==> config.mk <==
export PLATFORM = sky130hd
export DESIGN_NAME = apb_request_arbiter
export DESIGN_NICKNAME = d
export VERILOG_FILES = /design/src/rtl/apb_arb_pkg.sv /design/src/rtl/apb_request_arbiter_rr_arbiter.sv /design/src/rtl/apb_request_arbiter.sv
export SDC_FILE = /design/constraint.sdc
export NUM_CORES = 1
export LEC_CHECK = 0
export CORE_UTILIZATION = 43
export CTS_CLUSTER_DIAMETER = 50
export DETAILED_ROUTE_END_ITERATION = 6
export HOLD_SLACK_MARGIN = 0.06
export PLACE_DENSITY = 0.86
export SLEW_MARGIN = 5
export SYNTH_ARGS = -nofsm -noshare
export SYNTH_HDL_FRONTEND = slang
export SYNTH_HIERARCHICAL = 1
export SYNTH_SLANG_ARGS = --single-unit
==> constraint.sdc <==
create_clock -name clk -period 11.5 [get_ports clk]
set_input_delay 2.3 -clock clk [delete_from_list [all_inputs] [get_ports clk]]
set_output_delay 2.3 -clock clk [all_outputs]
set_load 0.03 [all_outputs]
==> src/rtl/apb_arb_pkg.sv <==
// Shared types for the APB request arbiter: FSM states and the
// latched command bundle.
package apb_arb_pkg;

    // Upper bounds on the parameterised widths carried in cmd_t.
    localparam int MaxAddrW = 64;
    localparam int MaxDataW = 64;
    localparam int MaxProtW = 8;
    localparam int MaxIdxW  = 8;

    typedef enum logic [1:0] {
        IDLE   = 2'd0,
        SETUP  = 2'd1,
        ACCESS = 2'd2
    } state_e;

    typedef struct packed {
        logic [MaxAddrW-1:0] addr;
        logic [MaxDataW-1:0] wData;
        logic [MaxProtW-1:0] prot;
        logic                write;
        logic [MaxIdxW-1:0]  grant;
    } cmd_t;

endpackage

==> src/rtl/apb_request_arbiter_rr_arbiter.sv <==
// Round-robin arbiter: searches from the pointer upward with wrap and
// advances the pointer past the winner whenever a grant is taken.
module rr_arbiter #(
    parameter int N    = 2,
    parameter int IdxW = (N > 1) ? $clog2(N) : 1
) (
    input  logic            clk,
    input  logic            reset,
    input  logic [N-1:0]    req,
    input  logic            update,
    output logic [N-1:0]    grant,
    output logic [IdxW-1:0] grant_idx,
    output logic [IdxW-1:0] ptr
);

    // Lowest requester overall, then overridden by lowest at/above ptr.
    always_comb begin
        grant_idx = '0;
        for (int i = N - 1; i >= 0; i--) begin
            if (req[i]) grant_idx = IdxW'(i);
        end
        for (int i = N - 1; i >= 0; i--) begin
            if (req[i] && (i >= int'(ptr))) grant_idx = IdxW'(i);
        end
    end

    always_comb begin
        grant = '0;
        if (|req) grant[grant_idx] = 1'b1;
    end

    always_ff @(posedge clk or posedge reset) begin
        if (reset) begin
            ptr <= '0;
        end else if (update && (|req)) begin
            if (grant_idx == IdxW'(N - 1)) ptr <= '0;
            else                           ptr <= grant_idx + 1'b1;
        end
    end

endmodule

==> src/rtl/apb_request_arbiter.sv <==
// Shares one APB bridge port among ReqNum requesters: round-robin grant,
// address decode to selector lanes, SETUP/ACCESS sequencing and timeout.
module apb_request_arbiter
    import apb_arb_pkg::*;
#(
    parameter int ReqNum        = 2,
    parameter int AddrWidth     = 32,
    parameter int DataWidth     = 32,
    parameter int ProtWidth     = 4,
    parameter int PrphNum       = 4,
    parameter int RegionBits    = 12,
    parameter int TimeoutCycles = 256
) (
    input  logic                                clk,
    input  logic                                reset,
    input  logic [ReqNum-1:0]                   reqValid,
    input  logic [ReqNum-1:0][AddrWidth-1:0]    reqAddr,
    input  logic [ReqNum-1:0]                   reqWrite,
    input  logic [ReqNum-1:0][DataWidth-1:0]    reqWData,
    input  logic [ReqNum-1:0][ProtWidth-1:0]    reqProt,
    output logic [ReqNum-1:0]                   reqReady,
    output logic [ReqNum-1:0]                   rspValid,
    output logic [DataWidth-1:0]                rspData,
    output logic                                rspErr,
    output logic [PrphNum-1:0]                  selectors,
    output logic [AddrWidth-1:0]                addr,
    output logic [ProtWidth-1:0]                prot,
    output logic                                write,
    output logic [DataWidth-1:0]                wData,
    output logic                                sel,
    output logic                                enable,
    input  logic                                ready,
    input  logic [DataWidth-1:0]                rData,
    input  logic                                subErr
);

    localparam int IdxW = (ReqNum > 1) ? $clog2(ReqNum) : 1;
    localparam int CntW = (TimeoutCycles > 1) ? $clog2(TimeoutCycles) : 1;
    localparam int TLim = (TimeoutCycles > 0) ? TimeoutCycles - 1 : 0;
    localparam logic [CntW-1:0]    TLimV   = CntW'(TLim);
    localparam logic [PrphNum-1:0] PrphOne = PrphNum'(1);
    localparam logic [ReqNum-1:0]  ReqOne  = ReqNum'(1);

    state_e              state;
    cmd_t                cmd;
    cmd_t                next_cmd;
    logic [CntW-1:0]     cnt;
    logic [ReqNum-1:0]   grant;
    logic [IdxW-1:0]     gidx;
    logic [IdxW-1:0]     ptr;
    logic                in_idle;
    logic [AddrWidth-1:0] win_addr;
    logic [AddrWidth-1:0] idx;
    logic                dec_ok;
    logic [PrphNum-1:0]  sel_hot;
    logic [ReqNum-1:0]   rsp_hot;
    logic                tmo;
    logic                unused_cmd;

    assign in_idle = (state == IDLE);

    rr_arbiter #(
        .N    (ReqNum),
        .IdxW (IdxW)
    ) u_rr (
        .clk       (clk),
        .reset     (reset),
        .req       (reqValid),
        .update    (in_idle),
        .grant     (grant),
        .grant_idx (gidx),
        .ptr       (ptr)
    );

    assign reqReady = in_idle ? grant : '0;

    assign win_addr = reqAddr[gidx];
    assign idx      = win_addr >> RegionBits;
    assign dec_ok   = (idx < AddrWidth'(PrphNum));
    assign sel_hot  = PrphOne << idx;

    always_comb begin
        next_cmd = '0;
        next_cmd.addr[AddrWidth-1:0]  = win_addr;
        next_cmd.wData[DataWidth-1:0] = reqWData[gidx];
        next_cmd.prot[ProtWidth-1:0]  = reqProt[gidx];
        next_cmd.write                = reqWrite[gidx];
        next_cmd.grant[IdxW-1:0]      = gidx;
    end

    // The latched command doubles as the held APB address/data/prot/dir.
    assign addr  = cmd.addr[AddrWidth-1:0];
    assign wData = cmd.wData[DataWidth-1:0];
    assign prot  = cmd.prot[ProtWidth-1:0];
    assign write = cmd.write;

    assign rsp_hot    = ReqOne << cmd.grant[IdxW-1:0];
    assign tmo        = (TimeoutCycles != 0) && (cnt == TLimV);
    assign unused_cmd = ^{cmd, ptr};

    always_ff @(posedge clk or posedge reset) begin
        if (reset) begin
            state     <= IDLE;
            cmd       <= '0;
            cnt       <= '0;
            sel       <= 1'b0;
            enable    <= 1'b0;
            selectors <= '0;
            rspValid  <= '0;
            rspErr    <= 1'b0;
            rspData   <= '0;
        end else begin
            rspValid <= '0;
            rspErr   <= 1'b0;
            rspData  <= '0;
            unique case (state)
                IDLE: begin
                    if (|reqValid) begin
                        if (dec_ok) begin
                            cmd       <= next_cmd;
                            state     <= SETUP;
                            sel       <= 1'b1;
                            selectors <= sel_hot;
                        end else begin
                            // Decode miss: answer at once, bus stays quiet.
                            rspValid <= grant;
                            rspErr   <= 1'b1;
                        end
                    end
                end
                SETUP: begin
                    state  <= ACCESS;
                    enable <= 1'b1;
                    cnt    <= '0;
                end
                ACCESS: begin
                    if (ready || tmo) begin
                        state     <= IDLE;
                        sel       <= 1'b0;
                        enable    <= 1'b0;
                        selectors <= '0;
                        rspValid  <= rsp_hot;
                        rspErr    <= ready ? subErr : 1'b1;
                        if (ready && !cmd.write) rspData <= rData;
                    end else begin
                        cnt <= cnt + 1'b1;
                    end
                end
                default: state <= IDLE;
            endcase
        end
    end

endmodule
== Yosys cells after proc, flatten, opt, wreduce, memory -nomap -nowiden ==
Index checks and enable logic that the tools add are counted.
Storage, ports and cells
  bits in registers: 122
  output and inout bits: 112
Operators by class
  add/sub/neg operators: 2
  order comparisons: 4
  equality and inequality tests: 7
  shift operators: 2
  multiplexer cells: 42
  reductions and logical operators: 15
Operator list (number)
  32-bit 2-to-1 mux: 7
  20-bit by 3-bit less-than comparator with 1-bit output, second input constant: 1
  4-bit 2-to-1 mux: 5
  1-bit by 20-bit << shifter with 4-bit output, first input constant: 1
  2-bit 2-to-1 mux: 8
  8-bit case mux with 2 select lines: 1
  1-bit 2-to-1 mux: 13
  8-bit by 1-bit adder with 8-bit output, second input constant: 1
  8-bit == test, second input constant: 1
  8-bit 2-to-1 mux: 1
  4-bit case mux with 2 select lines: 1
  1-bit case mux with 2 select lines: 3
  2-bit case mux with 3 select lines: 1
  3-bit AND reduction: 2
  1-bit logical AND: 4
  2-bit by 1-bit inequality test with 1-bit output, second input constant: 2
  2-bit inequality test, second input constant: 2
  2-bit case mux with 2 select lines: 1
  2-bit AND reduction: 2
  4-bit AND reduction: 1
  2-bit nonzero test: 2
  2-bit by 1-bit == test with 1-bit output, second input constant: 1
  2-bit == test, second input constant: 1
  2-bit logical NOT: 1
  other kinds (9): 9

== Depth between registers and ports, before layout ==
  depth in word-level cells: 11
  mapped depth: 10
  depth with buffers taken out: 7

== Modules after synthesis ==
The synthesis kept the hierarchy.
By module, submodules not included
  apb_request_arbiter: times used 1, cells each 502, area each 5424.0 µm²
  rr_arbiter: times used 1, cells each 8, area each 66.3 µm²

== Worst setup path before layout ==
No wires, ideal clock.
  path type: in2out
  start point: input reqValid[0]
  end point: output reqReady[0]
  arrival: 2724 ps
  data required time: 9200 ps
  path slack: 6476 ps
  stages: 3
  buffers on the path: 0
  cell sequence: a21boi_0 nand2_1 inv_1
Between the ends
  word-level cells in the longest chain between the ends: 8
Ends and longest elaborated chain
  start: declaration: line apb_request_arbiter.sv:16  | input logic [ReqNum-1:0] reqValid,
  1-bit logical AND: line apb_request_arbiter_rr_arbiter.sv:23  | if (req[i] && (i >= int'(ptr))) grant_idx = IdxW'(i);
  1-bit 2-to-1 mux: line apb_request_arbiter_rr_arbiter.sv:23
  1-bit by 2-bit less-than comparator with 1-bit output (not written as such) / 1-bit greater-or-equal comparator (equally long branches): line apb_request_arbiter_rr_arbiter.sv:29  | if (|req) grant[grant_idx] = 1'b1;
  1-bit logical AND (not written as such): line apb_request_arbiter_rr_arbiter.sv:29
  1-bit 2-to-1 mux (not written as such): line apb_request_arbiter_rr_arbiter.sv:29
  1-bit demux with 1-bit select
  2-bit 2-to-1 mux *: line apb_request_arbiter_rr_arbiter.sv:29
  2-bit 2-to-1 mux *: line apb_request_arbiter.sv:75  | assign reqReady = in_idle ? grant : '0;
  end: declaration: line apb_request_arbiter.sv:21  | output logic [ReqNum-1:0] reqReady,
Every way passes the cells marked *; elsewhere a longest branch is shown, timed or not.

== Final worst setup path ==
  start point: input reqValid[0]
  end point: output reqReady[0]
Between the ends
  word-level cells in the longest chain between the ends: 8
Ends and longest elaborated chain
  1-bit logical AND: line apb_request_arbiter_rr_arbiter.sv:23
  1-bit 2-to-1 mux: line apb_request_arbiter_rr_arbiter.sv:23
  1-bit by 2-bit less-than comparator with 1-bit output (not written as such) / 1-bit greater-or-equal comparator (equally long branches): line apb_request_arbiter_rr_arbiter.sv:29
  1-bit logical AND (not written as such): line apb_request_arbiter_rr_arbiter.sv:29
  1-bit 2-to-1 mux (not written as such): line apb_request_arbiter_rr_arbiter.sv:29
  1-bit demux with 1-bit select
  2-bit 2-to-1 mux *: line apb_request_arbiter_rr_arbiter.sv:29
  net grant[0]: line apb_request_arbiter.sv:48  | logic [ReqNum-1:0] grant;
  2-bit 2-to-1 mux *: line apb_request_arbiter.sv:75
Mark *: on every way through the listed nets, which the timed path passes. The rest lies on a longest branch.

==> results_dict.tcl <==
set metrics [dict create \
    hold_path.class "register to register" \
    io_pins 288 \
    post_cts_resized 0 \
    reg2regPathDepth 9 \
    numCtsBuffers 17 \
    vias_per_cell 4.78 \
    clock.fmax_mhz 159 \
    r2r_setup_slack_ns 7.38 \
    vias 4355 \
    ys_async_sr_fraction 1.00 \
    io_buffers 287 \
    synth-main-ff-cell "dfrtp_1" \
    clock_tree.root_cell "clkbuf_16" \
    wirelength_um 15000 \
    routedWlPerCell_um 16.5 \
    firstDrtPassIters 4 \
    yosys.area_share.xor_xnor 0.00479 \
    htree_levels 4 \
    p_total_mw 1.13 \
    fill_cells 932 \
    syn_area_per_cell_sq_um 10.8 \
    gr-usage-all-layers 0.231 \
    cts_tree "yes" \
    postRouteAntennaNets 0 \
    synth_mux_area_frac 0.0932 \
    fin_crit_ns 6.29 \
    setup_violations 0 \
    antenna_found_initial 0 \
    dieArea_sq_um 13200 \
    r2r_start "u_rr/ptr$_DFFE_PP0P_" \
    ys_ff_latch 122 \
    post_cts_buffers 0 \
    synth_cell_types 42 \
    start_kind "primary input" \
    yosysSeqAreaShare 0.556 \
    p_leak_nw 3.84 \
    worstPathRequired_ns 9.20 \
    power_density_nw_per_um2 130 \
    crit_fanout 6 \
    maxCapViolCount 0 \
    die_w_um 115 \
    syn_area_sq_um 5490 \
    peakVddDrop_uv 88.5 \
    rsz0062_at_grt "false" \
    drive_above_1_share 0.0579 \
    drv_slew 0 \
    min_from "cmd[0]$_DFFE_PP0P_" \
    synth_area_leaders "dfrtp_1 (56%), buf_4 (9.3%), mux2i_1 (9.1%)" \
    clk_path_buf_depth 2 \
    synth_nets 687 \
    fin_tns_setup_ns 0 \
    relSlewSlack 0.327 \
    antenna_cells 0 \
    synthAdderAreaFrac 0.00228 \
    status "complete, no violations" \
    crit_arrival_ns 3.99 \
    final_common_cell "clkdlybuf4s50_1" \
    drt-initial-drc-count 197 \
    netlist_instances 510 \
    grt_pass1_wl_um 22700 \
    most-common-layout-cells "clkdlybuf4s50_1 (287), dfrtp_1 (122), nand2_1 (58)" \
    cts_sinks 122 \
    finalHoldViolations 0 \
    layout.nets 907 \
    holdBufCountCts 0 \
    post-dp-hpwl_um 11400 \
    coreArea_sq_um 12200 \
    die_h_um 115 \
    clock_skew_ns 0.0136 \
    crit_type "primary input to output pin" \
    grt_pass1_vias 4471 \
    r2r-end "prot[2]$_DFFE_PP0P_" \
    row_count 40 \
    globalplace.congestion 0.793 \
    syn_to_final_growth_pct 57.9 \
    yosysTopAreaCell "dfrtp_1" \
    remaining_drc_errors 0 \
    worstHoldEndpoint "rspValid[0]$_DFF_PP0_" \
    synth_compound_area_frac 0.0861 \
    synth_top_area_frac 0.556 \
    tightest_slew_ns 1.01 \
    initial_core_util 0.450 \
    synth_simple_gate_area_frac 0.137 \
    holdPathStages 1 \
    synth_top_family_by_area "simple AND/OR/NAND/NOR gates" \
    cp-end-kind "output pin" \
    holdWs_ns 0.466 \
    path_clk_slew_ns 0.05 \
    timing.final.crit_share 0.547 \
    yosysWarnings 6 \
    synth_edf_count 0 \
    clk_latency_ns 0.40 \
    grt_max_degree 82 \
    overflow 0 \
]
==> how the worst max path moves through the flow <==
stage | endpoint | depth (start not counted) | from
2_1_floorplan | addr[0]$_DFFE_PP0P_ | 1 | reset
3_3_place_gp | write$_DFFE_PP0P_ | 9 | reqValid[1]
3_5_place_dp | prot[2]$_DFFE_PP0P_ | 9 | reqValid[1]
4_1_cts | reqReady[0] | 5 | reqValid[0]
5_1_grt | addr[3]$_DFFE_PP0P_ | 9 | reqValid[1]
6_report | reqReady[0] | 5 | reqValid[0]
==> layout make-up <==
cell class / count / area (sq um) / share of cell area
clock buffer: 20 / 457 / 0.0527
tap: 168 / 210 / 0.0243
multi-input combinational: 285 / 1790 / 0.207
sequential: 122 / 3050 / 0.352
timing repair buffer: 292 / 2910 / 0.336
clock inverter: 12 / 195 / 0.0225
inverter: 12 / 47.5 / 0.00549
==> flip-flops by register name, summed over array words and instances (netlist names) <==
register and count:
cmd 1, rspErr 1, prot 4, cnt 8, u_rr/ptr 1, rspData 32
selectors 4, addr 32, rspValid 2, enable 1, state 2, write 1
sel 1, wData 32
==> kinds of logic (layout without fill, tap and decap cells) <==
kind of cell | count (synthesis) | in the layout
flops | 122 | 122
simple gates | 147 | 147
buf+inv | 103 | 336
compound gates | 83 | 83
xor+xnor | 3 | 3
mux | 51 | 51
fa+ha+maj | 1 | 1
==> cell usage after synthesis, drive strengths merged (3+ instances only) <==
master,count
dfrtp,122
buf,78
o21ai,61
nand2,58
and2,51
mux2i,50
clkbuf,13
inv,12
nor2,8
nand3,7
nor4,6
nor2b,4
o22ai,4
a21boi,3
nand2b,3
nor3,3
==> where the power goes <==
| part | switching (mW) | total (mW) | internal (mW) |
|---|---|---|---|
| Clock | 0.186 | 0.581 | 0.395 |
| Combinational | 0.0408 | 0.111 | 0.0701 |
| Sequential | 0.00154 | 0.433 | 0.432 |
==> stage by stage <==
| stage | std cells | util | setup slack [ns] | instance area [sq um] |
|---|---|---|---|---|
| 2_1_floorplan | 510 | - | 5.99 | 5490 |
| 3_3_place_gp | 879 | 0.656 | 5.06 | 8020 |
| 3_5_place_dp | 879 | 0.656 | 4.91 | 8020 |
| 4_1_cts | 911 | 0.710 | 5.23 | 8670 |
| 5_1_grt | 911 | 0.710 | 5.03 | 8670 |
| 6_report | 911 | 0.710 | 5.21 | 8670 |
==> worst max-delay path, stage by stage <==
cell,delay [ns]
clkdlybuf4s50_1,0.62
a21boi_0,0.24
nand2_1,0.11
inv_1,0.07
clkdlybuf4s50_1,0.65
==> routing by layer <==
layer,part of all wire,GRT usage
met4,0.014,0.0831
met3,0.097,0.0886
met5,0,0
met2,0.51,0.405
met1,0.38,0.255
Note: power is estimated with default switching activity, not from simulation.
